**src/rtl/msi_pkg.sv**
```systemverilog
// Encodings shared by the MSI requester and snooper logic.
package msi_pkg;

    typedef enum logic [1:0] {
        ST_I = 2'b00,
        ST_S = 2'b01,
        ST_M = 2'b10,
        ST_X = 2'b11
    } msi_state_e;

    typedef enum logic [2:0] {
        CPU_NONE    = 3'b000,
        CPU_RD_HIT  = 3'b001,
        CPU_RD_MISS = 3'b010,
        CPU_WR_HIT  = 3'b011,
        CPU_WR_MISS = 3'b100
    } cpu_action_e;

    typedef enum logic [2:0] {
        BUS_NONE    = 3'b000,
        BUS_RD_MISS = 3'b001,
        BUS_WR_MISS = 3'b010,
        BUS_INV     = 3'b011
    } bus_msg_e;

endpackage

```
**src/rtl/msi_snoop_side.sv**
```systemverilog
// Snooper half of the MSI controller: reacts to bus messages against a matched local line.
module msi_snoop_side
    import msi_pkg::*;
#(
    parameter int PROC_W = 2,
    parameter int DATA_W = 8
) (
    input  logic              clock,
    input  logic              reset,
    input  logic              snp_active,
    input  logic              snp_cache_hit,
    input  logic [1:0]        snp_state,
    input  logic [PROC_W-1:0] snp_proc,
    input  logic [2:0]        bus_msg_in,
    input  logic [DATA_W-1:0] snp_data,
    output logic              snp_wb,
    output logic              abort_mem,
    output logic              snp_hit,
    output logic [1:0]        snp_next_state,
    output logic [PROC_W-1:0] snp_proc_out,
    output logic [DATA_W-1:0] snp_data_out
);

    logic              wb_q, wb_d;
    logic              abort_q, abort_d;
    logic              hit_q, hit_d;
    logic [1:0]        state_q, state_d;
    logic [PROC_W-1:0] proc_q;
    logic [DATA_W-1:0] data_q;

    always_comb begin
        wb_d    = 1'b0;
        abort_d = 1'b0;
        state_d = snp_state;
        hit_d   = snp_cache_hit && (snp_state != ST_I);
        if (snp_cache_hit) begin
            case (snp_state)
                ST_S: begin
                    if (bus_msg_in == BUS_WR_MISS || bus_msg_in == BUS_INV)
                        state_d = ST_I;
                end
                ST_M: begin
                    // Owner of a dirty line supplies data and keeps memory off the bus.
                    case (bus_msg_in)
                        BUS_RD_MISS: begin
                            state_d = ST_S;
                            wb_d    = 1'b1;
                            abort_d = 1'b1;
                        end
                        BUS_WR_MISS: begin
                            state_d = ST_I;
                            wb_d    = 1'b1;
                            abort_d = 1'b1;
                        end
                        BUS_INV: state_d = ST_I;
                        default: ;
                    endcase
                end
                default: ;
            endcase
        end
    end

    always_ff @(posedge clock or posedge reset) begin
        if (reset) begin
            wb_q    <= 1'b0;
            abort_q <= 1'b0;
            hit_q   <= 1'b0;
            state_q <= ST_I;
            proc_q  <= '0;
            data_q  <= '0;
        end else if (snp_active) begin
            wb_q    <= wb_d;
            abort_q <= abort_d;
            hit_q   <= hit_d;
            state_q <= state_d;
            proc_q  <= snp_proc;
            if (abort_d)
                data_q <= snp_data;
        end else begin
            wb_q    <= 1'b0;
            abort_q <= 1'b0;
            hit_q   <= 1'b0;
        end
    end

    assign snp_wb         = wb_q;
    assign abort_mem      = abort_q;
    assign snp_hit        = hit_q;
    assign snp_next_state = state_q;
    assign snp_proc_out   = proc_q;
    assign snp_data_out   = data_q;

endmodule

```
**src/rtl/msi_snoop_fsm.sv**
```systemverilog
// MSI coherence controller: requester transitions here, snooper side in msi_snoop_side.
module msi_snoop_fsm
    import msi_pkg::*;
#(
    parameter int PROC_W = 2,
    parameter int DATA_W = 8
) (
    input  logic              clock,
    input  logic              reset,
    input  logic              req_active,
    input  logic [2:0]        cpu_action,
    input  logic [1:0]        req_state,
    input  logic [PROC_W-1:0] req_proc,
    output logic              req_wb,
    output logic [1:0]        req_next_state,
    output logic [2:0]        bus_msg,
    output logic [PROC_W-1:0] req_proc_out,
    input  logic              snp_active,
    input  logic              snp_cache_hit,
    input  logic [1:0]        snp_state,
    input  logic [PROC_W-1:0] snp_proc,
    input  logic [2:0]        bus_msg_in,
    input  logic [DATA_W-1:0] snp_data,
    output logic              snp_wb,
    output logic              abort_mem,
    output logic              snp_hit,
    output logic [1:0]        snp_next_state,
    output logic [PROC_W-1:0] snp_proc_out,
    output logic [DATA_W-1:0] snp_data_out
);

    logic              wb_q, wb_d;
    logic [1:0]        state_q, state_d;
    logic [2:0]        msg_q, msg_d;
    logic [PROC_W-1:0] proc_q;

    always_comb begin
        wb_d    = 1'b0;
        msg_d   = BUS_NONE;
        state_d = req_state;
        case (req_state)
            ST_I: begin
                // Without a valid copy, a "hit" can only be serviced as a miss.
                case (cpu_action)
                    CPU_RD_HIT, CPU_RD_MISS: begin
                        state_d = ST_S;
                        msg_d   = BUS_RD_MISS;
                    end
                    CPU_WR_HIT, CPU_WR_MISS: begin
                        state_d = ST_M;
                        msg_d   = BUS_WR_MISS;
                    end
                    default: ;
                endcase
            end
            ST_S: begin
                case (cpu_action)
                    CPU_RD_HIT: state_d = ST_S;
                    CPU_RD_MISS: begin
                        state_d = ST_S;
                        msg_d   = BUS_RD_MISS;
                    end
                    CPU_WR_HIT: begin
                        state_d = ST_M;
                        msg_d   = BUS_INV;
                    end
                    CPU_WR_MISS: begin
                        state_d = ST_M;
                        msg_d   = BUS_WR_MISS;
                    end
                    default: ;
                endcase
            end
            ST_M: begin
                case (cpu_action)
                    CPU_RD_HIT, CPU_WR_HIT: state_d = ST_M;
                    CPU_RD_MISS: begin
                        state_d = ST_S;
                        msg_d   = BUS_RD_MISS;
                        wb_d    = 1'b1;
                    end
                    CPU_WR_MISS: begin
                        state_d = ST_M;
                        msg_d   = BUS_WR_MISS;
                        wb_d    = 1'b1;
                    end
                    default: ;
                endcase
            end
            default: ;
        endcase
    end

    always_ff @(posedge clock or posedge reset) begin
        if (reset) begin
            wb_q    <= 1'b0;
            state_q <= ST_I;
            msg_q   <= BUS_NONE;
            proc_q  <= '0;
        end else if (req_active) begin
            wb_q    <= wb_d;
            state_q <= state_d;
            msg_q   <= msg_d;
            proc_q  <= req_proc;
        end else begin
            wb_q  <= 1'b0;
            msg_q <= BUS_NONE;
        end
    end

    assign req_wb         = wb_q;
    assign req_next_state = state_q;
    assign bus_msg        = msg_q;
    assign req_proc_out   = proc_q;

    msi_snoop_side #(
        .PROC_W(PROC_W),
        .DATA_W(DATA_W)
    ) u_snoop (
        .clock          (clock),
        .reset          (reset),
        .snp_active     (snp_active),
        .snp_cache_hit  (snp_cache_hit),
        .snp_state      (snp_state),
        .snp_proc       (snp_proc),
        .bus_msg_in     (bus_msg_in),
        .snp_data       (snp_data),
        .snp_wb         (snp_wb),
        .abort_mem      (abort_mem),
        .snp_hit        (snp_hit),
        .snp_next_state (snp_next_state),
        .snp_proc_out   (snp_proc_out),
        .snp_data_out   (snp_data_out)
    );

endmodule

```
**config.mk**
```make
export PLATFORM = sky130hd
export DESIGN_NAME = msi_snoop_fsm
export DESIGN_NICKNAME = d
export VERILOG_FILES = /design/src/rtl/msi_pkg.sv /design/src/rtl/msi_snoop_side.sv /design/src/rtl/msi_snoop_fsm.sv
export SDC_FILE = /design/constraint.sdc
export NUM_CORES = 1
export LEC_CHECK = 0
export CORE_MARGIN = 3
export CORE_UTILIZATION = 36
export CTS_BUF_LIST = sky130_fd_sc_hd__clkbuf_4 sky130_fd_sc_hd__clkbuf_8 sky130_fd_sc_hd__clkbuf_16
export CTS_CLUSTER_SIZE = 16
export DETAILED_ROUTE_END_ITERATION = 16
export GPL_TIMING_DRIVEN = 0
export HOLD_SLACK_MARGIN = 0.06
export MAX_ROUTING_LAYER = met4
export PLACE_DENSITY = 0.75
export SLEW_MARGIN = 20
export SYNTH_ARGS = -nofsm -noshare
export SYNTH_HDL_FRONTEND = slang
export SYNTH_HIERARCHICAL = 1
export SYNTH_SLANG_ARGS = --single-unit
```
**constraint.sdc**
```tcl
create_clock -name clock -period 0.9 [get_ports clock]
set_clock_uncertainty 0.15 [all_clocks]
set_input_delay 0.135 -clock clock [delete_from_list [all_inputs] [get_ports clock]]
set_output_delay 0.135 -clock clock [all_outputs]
set_load 0.05 [all_outputs]
```
# [Word level (Yosys, flattened, before mapping)]
# Cells that the tools add are included.
[classes] add_sub_neg=0 multipliers=0 n_div=0 order_cmp=0 eq_ne=11 shift=0 n_mux=20 bitwise=0 reduce_logical=12
[ops] cell="case mux 2 bit (2 select lines)" count=7
[ops] cell="== test 3 x 2 -> 1 bit, second input constant" count=4
[ops] cell="case mux 2 bit (3 select lines)" count=2
[ops] cell="OR reduction 2 bit" count=6
[ops] cell="two-way mux 1 bit" count=8
[ops] cell="== test 3 x 1 -> 1 bit, second input constant" count=2
[ops] cell="== test 2 x 1 -> 1 bit, second input constant" count=2
[ops] cell="== test 2 bit, second input constant" count=2
[ops] cell="two-way mux 2 bit" count=2
[ops] cell="== test 3 bit, second input constant" count=1
[ops] cell="two-way mux 3 bit" count=1
[ops] cell="OR reduction 3 bit" count=1
[ops] cell="logical NOT 2 bit" count=1
[ops] cell="AND reduction 2 bit" count=1
[ops] cell="nonzero test 2 bit" count=1
[ops] cell="logical AND 1 bit" count=1
[ops] cell="logical OR 1 bit" count=1
[word_totals] reg_bits=22 latch_bits=0 ram_bits=0 romBits=0 memories=0

# [Logic depth before layout (Yosys ltp)]
[depth] word_depth=6 mapped_depth=5 mapped_depth_nobuf=5

# [Cells and area by module]
# Netlist, hierarchy kept.
[by_module_without_submodules] mod="msi_snoop_side" n_inst=1 cells_per_inst=50 area_each_um2=643.1 seq_area_each_um2=350.3
[by_module_without_submodules] mod="msi_snoop_fsm" n_inst=1 cells_per_inst=39 area_each_um2=382.9 seq_area_each_um2=175.2

# [Worst setup path after synthesis]
# Ideal clock, no wire load.
[synth_path] path_type="input to register" startpoint="input port snp_active" endpoint="register u_snoop.data_q[0] (netlist: u_snoop/snp_data_out[0])" setup_ps=125 arrival_time_ps=1197 slack_ps=-572 cell_stages=4 path_buffers=1 cell_sequence="buf_2 > nand2_1 > nor4b_4 > mux2_2"
[synth_between] elab_chain_cells=1
[synth_rtl] item="start: declaration" line_no="msi_snoop_fsm.sv:18" text="input logic snp_active,"
[synth_rtl] item="AND reduction 2 bit (no line)"
[synth_rtl] item="end signal: assignment" line_no="msi_snoop_side.sv:79" text="data_q <= snp_data;"
[synth_rtl] item="end: declaration" line_no="msi_snoop_side.sv:29" text="logic [DATA_W-1:0] data_q;"
# Every way passes these cells.
# A chain may end at the register's enable or synchronous reset.

==> results.md <==
- NetSw: 0.00113 W
- Routed wire length per instance: 15.0 um
- Area of the multi-input gates: 592 um2
- Initial antenna violation count: 0
- CTS Sinks: 21
- Final Util: 73.1%
- Final Cycle Share: 143%
- Yosys cell types: 32
- Clk buf depth: 2
- Fillers: 174
- Critical path data arrival time: 1.00 ns
- Final Slew Violations: 0
- Cell row count: 18
- Later-pin clock latency in the skew report: 0.30 ns
- Share of cells above drive strength 1: 61.2%
- Post-Layout Cell Count: 182
- Initial Util: 39.6%
- Reg clk slew, reported paths: 0.12 ns
- Final GP Congestion: 0.799
- Crit path time final: 1.28 ns
- Final setup violation count: 36
- Total CTS buffers: 3
- Top Ports: 50
- Register area: 534 um2
- Final net count: 183
- Sequential share of power: 38.6%
- Measured slew at the worst slew-check pin: 0.541 ns
- Congestion Overflow GR: 0
- Worst setup SP type: register
- IO Port Bufs: 45
- Syn nets: 119
- Register area share after synthesis: 51.2%
- First-iteration detailed-routing DRC count: 7
- WS Path Type: reg -> out
- Violated checks: hold timing, setup timing
- PwrDens: 1590 nW/um2
- Slack of the worst reg-to-reg path: -0.17 ns
- Leak: 0.861 nW
- Critical path fanouts, max: 2
- Final hold vios: 13
- Area growth syn-to-layout: 84.6%
- Hold Crit Class: in -> reg
- DRC Markers: 0
- Final worst slack: -0.383 ns
- Most common cell after layout, fill and taps aside: buf_6
- Die height: 59.4 um
- Placed Cells: 164
- CTS root buf: clkbuf_4
- FF+latch count, synth: 21
- CP Capture Type: primary output
- Outcome: finished with violations
- Post-synthesis cell area: 1030 um2
- First-pass GRT wire length: 4240 um
- ANT nets after route: 0
- Most frequent cells in the layout: buf_6, dfrtp_1, clkdlybuf4s50_1
- Post-Route WL: 2730 um
- Die width: 59.4 um
- Largest net degree at the start of global routing: 15
- DP HPWL: 1970 um
- Comb power frac: 46.0%
- Synthesized instance count: 89
- Required time of the critical path: 0.61 ns
- P_int: 0.00189 W
- Clock power share: 15.4%
- Antenna cells: 0
- Hold WS: -0.101 ns
- FMAX: 779 MHz
- Syn avg cell area: 11.5 um2
- TritonCTS clock tree: built
- Switching Share: 37.5%
- H-tree levels: 1
- YS warnings: 6
- Drt via density: 4.88
- Max_slew headroom: 63.9%
- Gr usage total: 16.8%
- Max Cap Viol: 0
- Core area: 2590 um2
- Unrepaired setup endpoints after global routing: true
- Max IR drop VDD: 1.51 mV
- Vias in the first global route: 924
- TritonRoute pass-1 iters: 4
- Die area: 3530 um2
- Via count: 889
-- metrics by stage --
stage          TNS [ns]  power (W)  area [um2]  setup WS (ns)
2_1_floorplan     -5.72    0.00187        1150         -0.504
3_3_place_gp     -32.25    0.00228        1630          -1.39
3_5_place_dp     -32.57    0.00231        1630          -1.41
4_1_cts           -8.62    0.00298        1860         -0.399
5_1_grt           -9.26    0.00316        1890         -0.419
6_report          -8.30    0.00302        1890         -0.383
-- flip-flops by register name, indices dropped and copies added, names as in the netlist, 2 cells and up --
| name | cells |
|---|---|
| req_proc_out | 2 |
| req_next_state | 2 |
| u_snoop/snp_proc_out | 2 |
| bus_msg | 2 |
| u_snoop/snp_next_state | 2 |
| u_snoop/snp_data_out | 8 |
-- repair_timing --
action | in CTS | in global routing
hold endpoints to repair | 30 | 15
pin swaps | 9 | 1
setup endpoints to repair | 43 | 39
gates cloned | 1 | 0
setup buffers | 10 | 4
resized for setup | 212 | 9
-- layer usage --
| metal | global-route usage (%) | share of wire [%] | up-vias |
|---|---|---|---|
| met2 | 29.2 | 52 | 31 |
| met4 | 7.77 | 1.2 | 0 |
| met1 | 18.7 | 40 | 422 |
| li1 | - | - | 432 |
| met5 | - | 0 | - |
| met3 | 2.61 | 7.0 | 4 |
-- layout make-up --
type,count,area share [%]
Timing Repair Buffer,59,31.8
Multi-Input combinational cell,55,31.2
Sequential cell,21,28.2
Buffer,5,2.77
Inverter,8,2.51
Tap cell,30,1.98
Clock buffer,3,1.19
Clock inverter,1,0.264
-- cell families (layout without fill, tap and decap cells) --
family | after synthesis | count (layout) | synth area share (%)
other | 1 | 1 | 0.366
AO/OA/AOI/OAI | 13 | 13 | 8.78
flip-flops | 21 | 21 | 51.2
XOR/XNOR | 2 | 2 | 1.71
buffers and inverters | 13 | 76 | 6.34
adder cells (fa/ha/maj) | 3 | 3 | 3.66
multiplexers | 12 | 12 | 13.2
AND/OR/NAND/NOR | 24 | 24 | 14.8
-- synthesized netlist by cell type (all sizes together) --
cell	number	share of area [%]
clkbuf	1	0.37
mux2	12	13
nand2b	1	0.61
xnor2	2	1.7
nor4	2	1.2
buf	4	3.0
a41oi	1	0.85
o31ai	1	0.73
a211oi	1	0.73
or2b	1	0.73
o21a	1	0.73
nand2	7	2.6
o21bai	1	0.73
dfrtp	21	51
ha	3	3.7
or4	1	0.73
nor3b	1	0.73
inv	8	2.9
nor2	4	1.5
nor4b	1	2.3
o32ai	1	0.85
conb	1	0.37
nand3b	2	1.5
or2	2	1.2
o21ai	2	0.98
or3b	1	1.1
a21oi	4	2.3
o221ai	1	0.85
nor2b	1	0.61
-- worst paths after layout --
| check | startpoint | to | cells after the start |
|---|---|---|---|
| min reg2reg | req_proc_out[0]$_DFFE_PP0P_ | req_proc_out[0]$_DFFE_PP0P_ | 1 |
| min in group asynchronous | reset | bus_msg[0]$_DFF_PP0_ | 2 |
| max in group asynchronous | reset | u_snoop/snp_proc_out[0]$_DFFE_PP0P_ | 2 |
| min | snp_active | u_snoop/snp_next_state[1]$_DFFE_PP0P_ | 2 |
| max reg2reg | u_snoop/snp_data_out[6]$_DFFE_PP0P_ | u_snoop/snp_data_out[6]$_DFFE_PP0P_ | 2 |
| max | u_snoop/abort_mem$_DFF_PP0_ | snp_wb | 2 |
-- power groups by stage --
| stage | clock (W) | combinational (W) | sequential (W) |
|---|---|---|---|
| after detailed placement | 0 | 0.00116 | 0.00115 |
| after global placement | 0 | 0.00114 | 0.00114 |
| after global routing | 0.000524 | 0.00145 | 0.00118 |
| final | 0.000466 | 0.00139 | 0.00117 |
| after floorplan | 0 | 0.000268 | 0.00160 |
| after CTS | 0.000489 | 0.00133 | 0.00116 |
-- critical path: stages, from the launching register on --
cell     delay, ns
dfrtp_2       0.43
buf_8         0.11
buf_6         0.14
Note: power is estimated with default switching activity, not from simulation.
